**config.mk**
```make
export PLATFORM = sky130hd
export DESIGN_NAME = wb_sequencer
export DESIGN_NICKNAME = d
export VERILOG_FILES = /design/src/rtl/wb_sequencer_pkg.sv /design/src/rtl/wb_sequencer.sv
export SDC_FILE = /design/constraint.sdc
export NUM_CORES = 1
export LEC_CHECK = 0
export ABC_AREA = 1
export ABC_CLOCK_PERIOD_IN_PS = 1750
export CAP_MARGIN = 25
export CORE_ASPECT_RATIO = 2
export CORE_MARGIN = 2
export CORE_UTILIZATION = 35
export CTS_BUF_LIST = sky130_fd_sc_hd__clkbuf_8
export DETAILED_ROUTE_END_ITERATION = 7
export PLACE_DENSITY = 0.67
export SETUP_SLACK_MARGIN = 0.1
export SYNTH_ARGS = -nofsm -noshare
export SYNTH_HDL_FRONTEND = slang
export SYNTH_SLANG_ARGS = --single-unit
```
**constraint.sdc**
```tcl
create_clock -name clk -period 1.75 [get_ports clk]
set_clock_uncertainty 0.15 [all_clocks]
set_input_delay 0.35 -clock clk [delete_from_list [all_inputs] [get_ports clk]]
set_output_delay 0.35 -clock clk [all_outputs]
set_load 0.01 [all_outputs]
```
**src/rtl/wb_sequencer_pkg.sv**
```systemverilog
// Purpose: shared instruction-format codes, sequencer state encoding and writeback selection helper.
// Latency: none; types and pure functions only, they reduce to small muxes where used.
// Backpressure: not applicable.
package wb_sequencer_pkg;

    // Instruction format codes; the operand builder emits these on instr_type.
    typedef enum logic [3:0] {
        IT_R = 4'd0,
        IT_I = 4'd1,
        IT_S = 4'd2,
        IT_B = 4'd3,
        IT_U = 4'd4,
        IT_J = 4'd5,
        IT_N = 4'd7
    } instr_type_e;

    typedef enum logic [1:0] {
        ST_IDLE     = 2'd0,
        ST_MEM_REQ  = 2'd1,
        ST_MEM_WAIT = 2'd2,
        ST_WB       = 2'd3
    } seq_state_e;

    // Link value for J-type is the address of the following instruction.
    localparam logic [31:0] LINK_OFFSET = 32'd4;

    // Operand bundle used to choose writeback data.
    typedef struct packed {
        logic [3:0]  itype;
        logic        is_load;
        logic [31:0] alu;
        logic [31:0] pc;
        logic [31:0] imm;
    } op_t;

    typedef struct packed {
        logic        we;
        logic [31:0] data;
    } wb_sel_t;

    // Unused format codes collapse to N so they retire without a write.
    function automatic instr_type_e decode_type(input logic [3:0] code);
        instr_type_e t;
        case (code)
            4'd0:    t = IT_R;
            4'd1:    t = IT_I;
            4'd2:    t = IT_S;
            4'd3:    t = IT_B;
            4'd4:    t = IT_U;
            4'd5:    t = IT_J;
            default: t = IT_N;
        endcase
        return t;
    endfunction

    // Writeback decision for everything except load data; loads report we=0
    // here because their data arrives later from memory.
    function automatic wb_sel_t select_wb(input op_t op);
        wb_sel_t sel;
        sel.we   = 1'b0;
        sel.data = op.alu;
        case (decode_type(op.itype))
            IT_R: sel.we = 1'b1;
            IT_I: sel.we = ~op.is_load;
            IT_U: begin
                sel.we   = 1'b1;
                sel.data = op.imm;
            end
            IT_J: begin
                sel.we   = 1'b1;
                sel.data = op.pc + LINK_OFFSET;
            end
            default: sel.we = 1'b0;
        endcase
        return sel;
    endfunction

endpackage

```
**src/rtl/wb_sequencer.sv**
```systemverilog
// Purpose: retires one instruction per accepted start; non-loads write back directly, loads issue one memory read first.
// Latency: non-load retires the cycle after start; load pulses mem_req the cycle after start and retires the cycle after mem_rvalid, or pulses err after MEM_TIMEOUT empty wait cycles.
// Backpressure: none; start is dropped (not queued) while busy is high, so the issuer must watch busy.
//
// Ports:
//   clk, rst_n                  clock, async active-low reset
//   start, instr_type, is_load  request and its format qualifiers
//   alu_result, pc, imm, rd_addr operands sampled on the accepting edge
//   mem_req/mem_addr            load request pulse and held address
//   mem_rdata/mem_rvalid        load return, only honoured while waiting
//   rd_we/rd_waddr/rd_wdata     register-file write port (address/data hold between writes)
//   busy, done, err             status: not idle, retire pulse, load timeout pulse
module wb_sequencer
    import wb_sequencer_pkg::*;
#(
    parameter int MEM_TIMEOUT = 16
) (
    input  logic        clk,
    input  logic        rst_n,
    input  logic        start,
    input  logic [3:0]  instr_type,
    input  logic        is_load,
    input  logic [31:0] alu_result,
    input  logic [31:0] pc,
    input  logic [31:0] imm,
    input  logic [4:0]  rd_addr,
    input  logic [31:0] mem_rdata,
    input  logic        mem_rvalid,
    output logic        mem_req,
    output logic [31:0] mem_addr,
    output logic        rd_we,
    output logic [4:0]  rd_waddr,
    output logic [31:0] rd_wdata,
    output logic        busy,
    output logic        done,
    output logic        err
);

    localparam int               CNT_W    = $clog2(MEM_TIMEOUT + 1);
    localparam logic [CNT_W-1:0] CNT_LAST = CNT_W'(MEM_TIMEOUT);

    seq_state_e       state_q;
    logic [CNT_W-1:0] cnt_q;
    logic [4:0]       ld_rd_q;     // destination of the outstanding load
    logic             mem_req_q;
    logic [31:0]      mem_addr_q;  // doubles as the captured load address
    logic             rd_we_q;
    logic [4:0]       rd_waddr_q;
    logic [31:0]      rd_wdata_q;
    logic             busy_q;
    logic             done_q;
    logic             err_q;

    op_t              op_d;
    wb_sel_t          wb_d;
    logic             load_d;
    logic [CNT_W-1:0] cnt_d;

    // Non-load results are fully determined by the operands on the accepting
    // edge, so they are computed here and captured straight into the output
    // registers; that lets the write appear in the very next cycle.
    always_comb begin
        op_d         = '0;
        op_d.itype   = instr_type;
        op_d.is_load = is_load;
        op_d.alu     = alu_result;
        op_d.pc      = pc;
        op_d.imm     = imm;
        wb_d         = select_wb(op_d);
        load_d       = (decode_type(instr_type) == IT_I) && is_load;
        cnt_d        = cnt_q + 1'b1;
    end

    always_ff @(posedge clk or negedge rst_n) begin
        if (!rst_n) begin
            state_q    <= ST_IDLE;
            cnt_q      <= '0;
            ld_rd_q    <= '0;
            mem_req_q  <= 1'b0;
            mem_addr_q <= '0;
            rd_we_q    <= 1'b0;
            rd_waddr_q <= '0;
            rd_wdata_q <= '0;
            busy_q     <= 1'b0;
            done_q     <= 1'b0;
            err_q      <= 1'b0;
        end else begin
            // Pulse outputs default low; each state raises only its own.
            mem_req_q <= 1'b0;
            rd_we_q   <= 1'b0;
            done_q    <= 1'b0;
            err_q     <= 1'b0;

            case (state_q)
                ST_IDLE: begin
                    if (start) begin
                        busy_q <= 1'b1;
                        if (load_d) begin
                            state_q    <= ST_MEM_REQ;
                            mem_req_q  <= 1'b1;
                            mem_addr_q <= alu_result;
                            ld_rd_q    <= rd_addr;
                        end else begin
                            state_q <= ST_WB;
                            done_q  <= 1'b1;
                            // x0 is hardwired; retire without touching the port.
                            if (wb_d.we && (rd_addr != 5'd0)) begin
                                rd_we_q    <= 1'b1;
                                rd_waddr_q <= rd_addr;
                                rd_wdata_q <= wb_d.data;
                            end
                        end
                    end
                end

                ST_MEM_REQ: begin
                    state_q <= ST_MEM_WAIT;
                    cnt_q   <= '0;
                end

                ST_MEM_WAIT: begin
                    // Data takes priority over a timeout landing on the same edge.
                    if (mem_rvalid) begin
                        state_q <= ST_WB;
                        done_q  <= 1'b1;
                        if (ld_rd_q != 5'd0) begin
                            rd_we_q    <= 1'b1;
                            rd_waddr_q <= ld_rd_q;
                            rd_wdata_q <= mem_rdata;
                        end
                    end else if (cnt_d == CNT_LAST) begin
                        state_q <= ST_IDLE;
                        busy_q  <= 1'b0;
                        err_q   <= 1'b1;
                        cnt_q   <= cnt_d;
                    end else begin
                        cnt_q <= cnt_d;
                    end
                end

                ST_WB: begin
                    state_q <= ST_IDLE;
                    busy_q  <= 1'b0;
                end

                default: begin
                    state_q <= ST_IDLE;
                    busy_q  <= 1'b0;
                end
            endcase
        end
    end

    assign mem_req  = mem_req_q;
    assign mem_addr = mem_addr_q;
    assign rd_we    = rd_we_q;
    assign rd_waddr = rd_waddr_q;
    assign rd_wdata = rd_wdata_q;
    assign busy     = busy_q;
    assign done     = done_q;
    assign err      = err_q;

endmodule

```
==> key figures <==
Clocking
  • Max Root-Sink Buffers: 2
  • # clock sinks: 86
  • Clock slew seen by the registers of the worst setup and hold paths: 0.10 ns
  • Clk_lat worst skew: 0.37 ns
  • CTS tree: done
  • H-tree depth: 3
  • Number of buffers created by CTS: 9
  • Root Buffer: clkbuf_8

Worst setup path
  • Worst Setup SP: state_q[1]
  • CP max FO: 22
  • Worst setup EP type: register
  • Startpoint types: register
  • R2R Setup Slk: 0.1 ns
  • R2r worst-path depth: 7
  • Setup CP Type: register to register
  • CP arrival: 1.78 ns
  • Worst r2r dst: rd_wdata[29]
  • CP endpoint: rd_wdata[29]
  • Req. time, crit path: about 1.9 ns
  • Worst reg2reg startpoint: state_q[1]

Timing
  • Max-slew violations: 0
  • Max Fclk: just over 0.6 GHz
  • Min Tclk post-route: 1.653 ns
  • Tcrit/Tclk final: a little over nine tenths
  • RSZ-0062 raised after global routing: true
  • Worst slew pin tran: 0.4154 ns
  • PnR worst setup slack: 0.09719 ns
  • Final Hold Viols: 0
  • Rel. slew slack: 72.01%
  • Setup Viol. Count Final: 0

Place
  • PortBufs: between 200 and 250
  • RD Place Congestion: 0.9653
  • Cells after DPL: 1257
  • DP HPWL: 17.07 mm
  • Placed Area: roughly 8300 sq um
  • Pre-CTS WS: -0.5146 ns

Cells and area
  • Leading cell type in the layout, fill and taps excluded: nand2_1
  • Area Overhead vs Synth: 70.77%
  • Layout cell share with drive strength beyond 1: 21.58%
  • Post-route cell area: about 9000 sq um
  • Final Util: 60.86%
  • # fillers: 1450
  • Most frequent cells in the layout: nand2_1 (279), clkdlybuf4s50_1 (114), buf_4 (98)
  • Final non-filler cell total: 1302
  • Post-layout net count: 1242

Yosys
  • Avg Inst Size Synth: approximately 6.8 sq um
  • Seq/Total Area, Yosys: 40.75%
  • #FFs+latches synth: 86
  • Top-area cell type share of the netlist area: 40.75%
  • Netlist cell types: 29
  • Synth area leaders: dfrtp_1 (41%), nand2_1 (21%), nor2_1 (6.8%)
  • Post-synth top area cell: dfrtp_1
  • Syn_nets: just over 900
  • Synthesized area: between 5000 and 6000 sq um
  • Synth Warn #: 0
  • Gate Count Post-Synth: 781

Floorplanning
  • Core area: 14820 sq um
  • Die W: 90.86 um
  • Row cnt: 63
  • Initial Util: between 30% and 40%
  • Ports: 216
  • Die Y-Extent: around 180 um
  • Die ar.: 16150 sq um

Global route
  • Global-route wire length before repair: between 30 and 40 mm
  • Initial antenna violation count: 4
  • Total track usage: 26.69%
  • Grt ovf: 0
  • Number of global-route vias before repair: 6282
  • Largest net degree at the start of global routing: 29

Drt
  • Vias: 6299
  • Antenna-violating nets left: 0
  • Via density per instance: 4.838
  • DR WL/cell: 16.96 um
  • First-pass DRT Iterations: 5
  • 1st-iter DRT viols: 214
  • Total Wirelength: 22.09 mm
  • # DRC: 0

Pwr
  • Peak supply drop: 0.7646 mV
  • Power Density: 1068 nW/um^2
  • Leak Pwr: 4.590 nW
  • Total power: 0.009631 W

Run status
  • Status: finished, final reports clean

Flow run
  • Max_cap viols: 0

Worst hold path
  • Hold Crit Class: primary input to async pin
-- cell families after synthesis --
family / after synthesis / synth area share [%]
flops: 86 / 40.75
fa+ha+maj: 2 / 0.4737
simple gates: 466 / 36.06
xor+xnor: 3 / 0.4976
compound gates: 118 / 13.22
buf+inv: 106 / 9.002
-- stage by stage --
step,setup TNS [ns],hold slack [ns]
after global routing,-0.02000,0.3146
after CTS,0,0.2807
final,0,0.2948
after floorplan,0,-0.09559
after global placement,-26.18,0.1581
after detailed placement,-28.34,0.1539
-- layout make-up --
type | instances | area [sq um] | area share (%)
timing repair inverter | 1 | 7.507 | 0.08324
antenna | 4 | 10.01 | 0.1110
clock inverter | 5 | 50.05 | 0.5549
sequential | 86 | 2152 | 23.86
clock buffer | 11 | 151.4 | 1.679
inverter | 75 | 295.3 | 3.274
multi-input combinational | 589 | 2872 | 31.84
timing repair buffer | 336 | 3237 | 35.89
tap | 195 | 244.0 | 2.705
-- critical path: stages, from the launching register on --
cell and delay [ns]:
dfrtp_1 0.42, nand2_2 0.18, buf_12 0.18, o21ai_0 0.15, a21oi_1 0.28, nand2_1 0.10
nand2_1 0.06, nand2_1 0.04
-- state kept, by name (all words and copies together) (netlist names) --
signal    flops
done          1
cnt_q         5
state_q       2
ld_rd_q       5
rd_wdata     32
mem_addr     32
rd_we         1
err           1
mem_req       1
rd_waddr      5
busy          1
-- cell usage after synthesis --
cell type	count
a21oi_1	32
a22o_1	1
a31oi_1	5
buf_2	15
buf_4	5
buf_6	5
clkbuf_1	4
clkbuf_2	2
dfrtp_1	86
ha_1	2
inv_1	70
inv_2	5
nand2_1	290
nand2_2	5
nand3_1	54
nand3b_1	1
nand4_1	5
nor2_1	95
nor2_2	7
nor2_4	4
nor3_1	1
o211ai_1	5
o21ai_0	38
o21ai_1	12
o21ai_2	19
o21bai_1	5
o22ai_1	1
or2_2	4
xor2_1	3
-- metal layers --
layer	up-vias	GRT usage [%]	wire length [um]
met2	209	49.07	11890
met1	2909	27.83	7886
met4	0	17.74	1349
met3	76	3.864	963
met5	-	0	0
li1	3105	-	-
-- worst min path at each step --
| stage | to | cells past startpoint |
|---|---|---|
| 3_5_place_dp | rd_wdata[27] | 1 |
| 4_1_cts | rd_wdata[27] | 2 |
| 5_1_grt | rd_wdata[27] | 2 |
| 6_report | rd_wdata[27] | 2 |
| 3_3_place_gp | rd_wdata[29] | 1 |
| 2_1_floorplan | busy | 0 |
-- timing repair --
action,4_1_cts,5_1_grt
gates resized for setup,136,48
hold buffers,1,0
gates cloned,3,4
setup endpoints to repair,140,80
hold endpoints to repair,21,0
setup buffers,12,5
pin swaps,12,15
-- report_power, final --
group          switching (W)  total (W)  leakage (nW)  internal (W)
Sequential          0.000442    0.00318          1.09       0.00274
Clock               0.000740    0.00147         0.114      0.000730
Combinational        0.00273    0.00498          3.38       0.00225
(Power assumes the default switching activity.)
